===== config.mk =====
export PLATFORM = sky130hd
export DESIGN_NAME = nubus_mem_initiator
export DESIGN_NICKNAME = d
export VERILOG_FILES = /design/src/rtl/nubus_mem_initiator.sv
export SDC_FILE = /design/constraint.sdc
export NUM_CORES = 1
export LEC_CHECK = 0
export ABC_AREA = 1
export CAP_MARGIN = 25
export CORE_ASPECT_RATIO = 2
export CORE_MARGIN = 2
export CORE_UTILIZATION = 50
export CTS_CLUSTER_SIZE = 40
export DETAILED_ROUTE_END_ITERATION = 7
export PLACE_DENSITY = 0.76
export SLEW_MARGIN = 20
export SYNTH_ARGS = -nofsm -noshare
export SYNTH_HDL_FRONTEND = slang
export SYNTH_SLANG_ARGS = --single-unit

===== constraint.sdc =====
create_clock -name mem_clk -period 4 [get_ports mem_clk]
set_input_delay 0.8 -clock mem_clk [delete_from_list [all_inputs] [get_ports mem_clk]]
set_output_delay 0.8 -clock mem_clk [all_outputs]
set_load 0.05 [all_outputs]

===== src/rtl/nubus_mem_initiator.sv =====
`default_nettype none
// ============================================================================
// nubus_mem_initiator -- command FIFO feeding a single-outstanding initiator
// on the card-internal mem_valid/mem_ready bus; one in-order response per
// command. Define NUBUS_INITIATOR_TIMEOUT_EN to build the watchdog abort path.
// Revision: 1.0
// ============================================================================
module nubus_mem_initiator #(
  parameter int FIFO_W  = 2,
  parameter int TIMEOUT = 255
) (
  input  logic        mem_clk,
  input  logic        mem_reset,
  input  logic        cmd_valid,
  output logic        cmd_ready,
  input  logic [31:0] cmd_addr,
  input  logic [31:0] cmd_wdata,
  input  logic [3:0]  cmd_wstrb,
  output logic        rsp_valid,
  output logic [31:0] rsp_rdata,
  output logic        rsp_write,
  output logic        rsp_error,
  output logic        busy,
  output logic        mem_valid,
  output logic [3:0]  mem_wstrb,
  output logic [31:0] mem_addr,
  output logic [31:0] mem_wdata,
  input  logic        mem_ready,
  input  logic [31:0] mem_rdata
);

  localparam int              c_depth = 1 << FIFO_W;
  localparam logic [FIFO_W:0] c_full  = (FIFO_W + 1)'(c_depth);

  if (TIMEOUT < 2 || TIMEOUT > 65535) begin : g_timeout_range
    $error("nubus_mem_initiator: TIMEOUT must lie in 2..65535");
  end

  typedef enum logic [1:0] {
    ST_IDLE  = 2'd0,
    ST_ISSUE = 2'd1,
    ST_RESP  = 2'd2
  } state_t;

  // ---------------------------------------------------------------- FIFO
  logic [31:0]       fifo_addr_q  [c_depth];
  logic [31:0]       fifo_wdata_q [c_depth];
  logic [3:0]        fifo_wstrb_q [c_depth];
  logic [FIFO_W-1:0] wr_ptr_q;
  logic [FIFO_W-1:0] rd_ptr_q;
  logic [FIFO_W:0]   count_q;
  logic              w_push;
  logic              w_pop;

  assign cmd_ready = (count_q != c_full);
  assign w_push    = cmd_valid & cmd_ready;

  // Storage carries no reset; occupancy alone decides what is valid.
  always_ff @(posedge mem_clk) begin
    if (w_push) begin
      fifo_addr_q[wr_ptr_q]  <= cmd_addr;
      fifo_wdata_q[wr_ptr_q] <= cmd_wdata;
      fifo_wstrb_q[wr_ptr_q] <= cmd_wstrb;
    end
  end

  always_ff @(posedge mem_clk or posedge mem_reset) begin
    if (mem_reset) begin
      wr_ptr_q <= '0;
      rd_ptr_q <= '0;
      count_q  <= '0;
    end else begin
      if (w_push) wr_ptr_q <= wr_ptr_q + 1'b1;
      if (w_pop)  rd_ptr_q <= rd_ptr_q + 1'b1;
      case ({w_push, w_pop})
        2'b10:   count_q <= count_q + 1'b1;
        2'b01:   count_q <= count_q - 1'b1;
        default: count_q <= count_q;
      endcase
    end
  end

  // ---------------------------------------------------------------- FSM
  state_t      state_q, state_d;
  logic        mem_valid_q, mem_valid_d;
  logic [31:0] mem_addr_q, mem_addr_d;
  logic [31:0] mem_wdata_q, mem_wdata_d;
  logic [3:0]  mem_wstrb_q, mem_wstrb_d;
  logic        rsp_valid_q, rsp_valid_d;
  logic [31:0] rsp_rdata_q, rsp_rdata_d;
  logic        rsp_write_q, rsp_write_d;
`ifdef NUBUS_INITIATOR_TIMEOUT_EN
  localparam logic [15:0] c_wd_last = 16'(TIMEOUT - 1);
  logic        rsp_error_q, rsp_error_d;
  logic [15:0] wd_q, wd_d;
`endif

  always_comb begin
    state_d     = state_q;
    mem_valid_d = mem_valid_q;
    mem_addr_d  = mem_addr_q;
    mem_wdata_d = mem_wdata_q;
    mem_wstrb_d = mem_wstrb_q;
    rsp_valid_d = 1'b0;
    rsp_rdata_d = rsp_rdata_q;
    rsp_write_d = rsp_write_q;
    w_pop       = 1'b0;
`ifdef NUBUS_INITIATOR_TIMEOUT_EN
    rsp_error_d = rsp_error_q;
    wd_d        = wd_q;
`endif
    case (state_q)
      ST_IDLE: begin
        if (count_q != '0) begin
          w_pop       = 1'b1;
          mem_valid_d = 1'b1;
          mem_addr_d  = fifo_addr_q[rd_ptr_q];
          mem_wdata_d = fifo_wdata_q[rd_ptr_q];
          mem_wstrb_d = fifo_wstrb_q[rd_ptr_q];
`ifdef NUBUS_INITIATOR_TIMEOUT_EN
          wd_d        = 16'd0;
`endif
          state_d     = ST_ISSUE;
        end
      end
      ST_ISSUE: begin
        // An acknowledge in the watchdog's final cycle still completes normally.
        if (mem_ready) begin
          rsp_rdata_d = (mem_wstrb_q == 4'h0) ? mem_rdata : 32'h0;
          rsp_write_d = (mem_wstrb_q != 4'h0);
          mem_valid_d = 1'b0;
`ifdef NUBUS_INITIATOR_TIMEOUT_EN
          rsp_error_d = 1'b0;
`endif
          state_d     = ST_RESP;
        end
`ifdef NUBUS_INITIATOR_TIMEOUT_EN
        else if (wd_q == c_wd_last) begin
          rsp_rdata_d = 32'h0;
          rsp_write_d = (mem_wstrb_q != 4'h0);
          rsp_error_d = 1'b1;
          mem_valid_d = 1'b0;
          state_d     = ST_RESP;
        end else begin
          wd_d = wd_q + 16'd1;
        end
`endif
      end
      ST_RESP: begin
        rsp_valid_d = 1'b1;
        state_d     = ST_IDLE;
      end
      default: begin
        state_d = ST_IDLE;
      end
    endcase
  end

  always_ff @(posedge mem_clk or posedge mem_reset) begin
    if (mem_reset) begin
      state_q     <= ST_IDLE;
      mem_valid_q <= 1'b0;
      mem_addr_q  <= 32'h0;
      mem_wdata_q <= 32'h0;
      mem_wstrb_q <= 4'h0;
      rsp_valid_q <= 1'b0;
      rsp_rdata_q <= 32'h0;
      rsp_write_q <= 1'b0;
`ifdef NUBUS_INITIATOR_TIMEOUT_EN
      rsp_error_q <= 1'b0;
      wd_q        <= 16'd0;
`endif
    end else begin
      state_q     <= state_d;
      mem_valid_q <= mem_valid_d;
      mem_addr_q  <= mem_addr_d;
      mem_wdata_q <= mem_wdata_d;
      mem_wstrb_q <= mem_wstrb_d;
      rsp_valid_q <= rsp_valid_d;
      rsp_rdata_q <= rsp_rdata_d;
      rsp_write_q <= rsp_write_d;
`ifdef NUBUS_INITIATOR_TIMEOUT_EN
      rsp_error_q <= rsp_error_d;
      wd_q        <= wd_d;
`endif
    end
  end

  assign mem_valid = mem_valid_q;
  assign mem_addr  = mem_addr_q;
  assign mem_wdata = mem_wdata_q;
  assign mem_wstrb = mem_wstrb_q;
  assign rsp_valid = rsp_valid_q;
  assign rsp_rdata = rsp_rdata_q;
  assign rsp_write = rsp_write_q;
`ifdef NUBUS_INITIATOR_TIMEOUT_EN
  assign rsp_error = rsp_error_q;
`else
  assign rsp_error = 1'b0;
`endif
  // The response pulse trails the RESP state by one cycle, so it keeps busy high.
  assign busy = (count_q != '0) | (state_q != ST_IDLE) | rsp_valid_q;

endmodule
`default_nettype wire

==> impl_metrics.yaml <==
yosys:
  synth_top_area_frac: 0.517
  syn_inst: 1562
  synth_top_area_cell: "edfxtp_1"
  yosysUniqueCellTypes: 24
  avgSynthCellArea_um2: 10.1
  synth_fp_nets: 1672
  netlist_top_cells_area: "edfxtp_1, dfrtp_1, nand2_1"
  synth_area_um2: 15800
  ys_seq_area_frac: 0.694
  ys_seq_elements: 384
  yosysWarnings: 0
clock_tree:
  clkLatencyLatePin_ns: 0.54
  hold_buffers: 0
  cts_resized: 0
  cts_buffers: 34
  cts_tree: "done"
  cts_setup_buffers: 0
  htree_levels: 2
  cts.sinks: 384
  cts_root_buffer: "clkbuf_16"
  clockBufferDepth: 3
  clk_pin_slew_worst_paths_ns: 0.06
global_route:
  grtUsageTotal: 0.204
  grt-ovfl-total: 0
  antenna_found_initial: 1
  grt_pass1_vias: 10400
  grt_max_degree: 80
  grt_pass1_wl_um: 52900
die:
  die_x_um: 130
  io_pins: 210
  die_area_um2: 33100
  core_um2: 31300
  num_rows: 92
  dieHeight_um: 255
  start_util: 0.505
worst_hold_path:
  hold_path_end: "mem_addr[4]"
  min_path_cells: 2
  min_from: "mem_addr[4]"
  worst_hold_path_type: "flip-flop to flip-flop"
route:
  drc_errors: 0
  drt_iter0_drc: 738
  viasPerCell: 4.80
  vias: 10600
  ant_nets: 0
  drtPass1Iterations: 5
  routedWlPerCell_um: 15.1
  routed_wirelength_um: 33300
final_layout:
  nFillCells: 2511
  final_layout_size_suffix_gt1_frac: 0.0488
  antennaDiodeCount: 0
  area_growth_pct: 23.0
  post-route-util: 0.621
  fin_nets: 1865
placed_design:
  dp_hpwl_um: 19900
  port_buffers: 208
  gp_congestion: 0.700
  place_ws_ns: 1.09
sta:
  rsz0062_at_grt: "no"
  setup_viol: 0
  tightest_slew_ns: 0.925
  min_period_over_period: 0.700
  fin_ws_ns: 1.20
  fmax_ghz: 0.357
  min_period_ns: 2.80
  maxSlewViolCount: 0
  relSlewSlack: 0.382
  finalHoldViolations: 0
  fin_skew_ns: 0.0156
setup_path:
  end_kind: "output port"
  arrival_ns: 2.00
  critPathKind: "flip-flop to output port"
  cp_max_fo: 3
  crit_start: "count_q[0]"
  reg2reg_slack_ns: 1.47
  cp_cell_sequence: "inv_2 > nand3_2 > inv_1 > nand3b_1 > clkdlybuf4s50_1"
  reg2regPathDepth: 7
  cp_slowest_cell: "clkdlybuf4s50_1"
  r2r_start: "rd_ptr_q[0]"
  startpoint_type: "flip-flop"
  cp.required_ns: 3.20
  slowest_delay_ns: 0.80
  r2r_end: "mem_wdata[13]"
pwr:
  p_per_area_nw_per_um2: 822
  peakVddDrop_mv: 0.632
  p_leak_nw: 9.05
status:
  run_status: "finished, final reports clean"
job:
  maxCapViolCount: 0
[registers in the layout, indices dropped and copies added, names as in the netlist]
name          count
rsp_rdata        32
fifo_wstrb_q     16
rsp_write         1
mem_addr         32
mem_wdata        32
rd_ptr_q          2
wr_ptr_q          2
fifo_wdata_q    128
fifo_addr_q     128
mem_wstrb         4
count_q           3
state_q           2
rsp_valid         1
mem_valid         1
[area by class of cell]
type                       instances  area [um2]  share of cell area
sequential                       384       11000               0.564
inverter                         292        1100              0.0567
clock buffer                      48        1020              0.0523
tap                              423         529              0.0272
clock inverter                    14         184             0.00946
timing repair buffer             224        2230               0.115
multi-input combinational        819        3410               0.175
[how the worst max path moves through the flow]
stage / end / slack [ns]
floorplan: fifo_addr_q[0][0] / -0.54
global placement: fifo_addr_q[0][13] / 1.14
detailed placement: fifo_addr_q[0][13] / 1.09
CTS: busy / 1.16
global route: busy / 1.09
finish: busy / 1.20
[kinds of logic after synthesis]
kind of cell | Yosys count | share of synthesized area
xor+xnor | 5 | 0.00277
simple gates | 803 | 0.204
other cells | 1 | 0.000237
fa+ha+maj | 6 | 0.00522
compound gates | 4 | 0.00127
flops | 384 | 0.694
buf+inv | 359 | 0.0927
[layer usage]
layer  GRT usage  vias to the layer above  share of wire
li1            -                     5179              -
met1       0.260                     5039           0.41
met2       0.352                      297           0.50
met3      0.0369                       57          0.063
met4      0.0615                        2          0.021
met5           0                        -        0.00039
[per-stage QoR]
step / setup TNS [ns] / instances / hold WS [ns] / instance area [um2] / total power, mW
floorplan: -145.67 / 1562 / 0.450 / 15800 / 10.6
global placement: 0 / 2142 / 0.462 / 18200 / 12.5
detailed placement: 0 / 2142 / 0.464 / 18200 / 12.6
CTS: 0 / 2204 / 0.482 / 19400 / 16.1
global route: 0 / 2204 / 0.496 / 19400 / 16.9
finish: 0 / 2204 / 0.477 / 19400 / 16.0
[power breakdown]
part | internal [mW] | switching, mW | total, mW
Sequential | 5.43 | 0.517 | 5.95
Clock | 2.05 | 1.43 | 3.48
Combinational | 1.96 | 4.59 | 6.56
[cells in the final DEF, fill, tap and decap left out, drive strengths merged]
| cell | netlist | routed |
|---|---|---|
| a21oi | 1 | 1 |
| buf | 58 | 16 |
| bufinv | 0 | 4 |
| clkbuf | 9 | 48 |
| clkdlybuf4s50 | 0 | 208 |
| clkinv | 0 | 7 |
| clkinvlp | 0 | 3 |
| conb | 1 | 1 |
| dfrtp | 112 | 112 |
| edfxtp | 272 | 272 |
| fa | 1 | 1 |
| ha | 5 | 5 |
| inv | 292 | 292 |
| nand2 | 652 | 652 |
| nand3 | 141 | 141 |
| nand3b | 1 | 1 |
| nor2 | 9 | 9 |
| o21ai | 3 | 3 |
| xnor2 | 2 | 2 |
| xor2 | 3 | 3 |
[cells in the mapped netlist, drive strengths merged]
library cell / number
nand3: 141
a21oi: 1
xor2: 3
xnor2: 2
fa: 1
buf: 58
nand3b: 1
dfrtp: 112
clkbuf: 9
o21ai: 3
nor2: 9
edfxtp: 272
conb: 1
ha: 5
inv: 292
nand2: 652
[worst max-delay path, delay by kind of cell, from the launching register on]
family / cells / cell delay, ns
buf+inv: 3 / 0.91
flops: 1 / 0.38
simple gates: 2 / 0.18
Power figures use the tool's default switching activity.
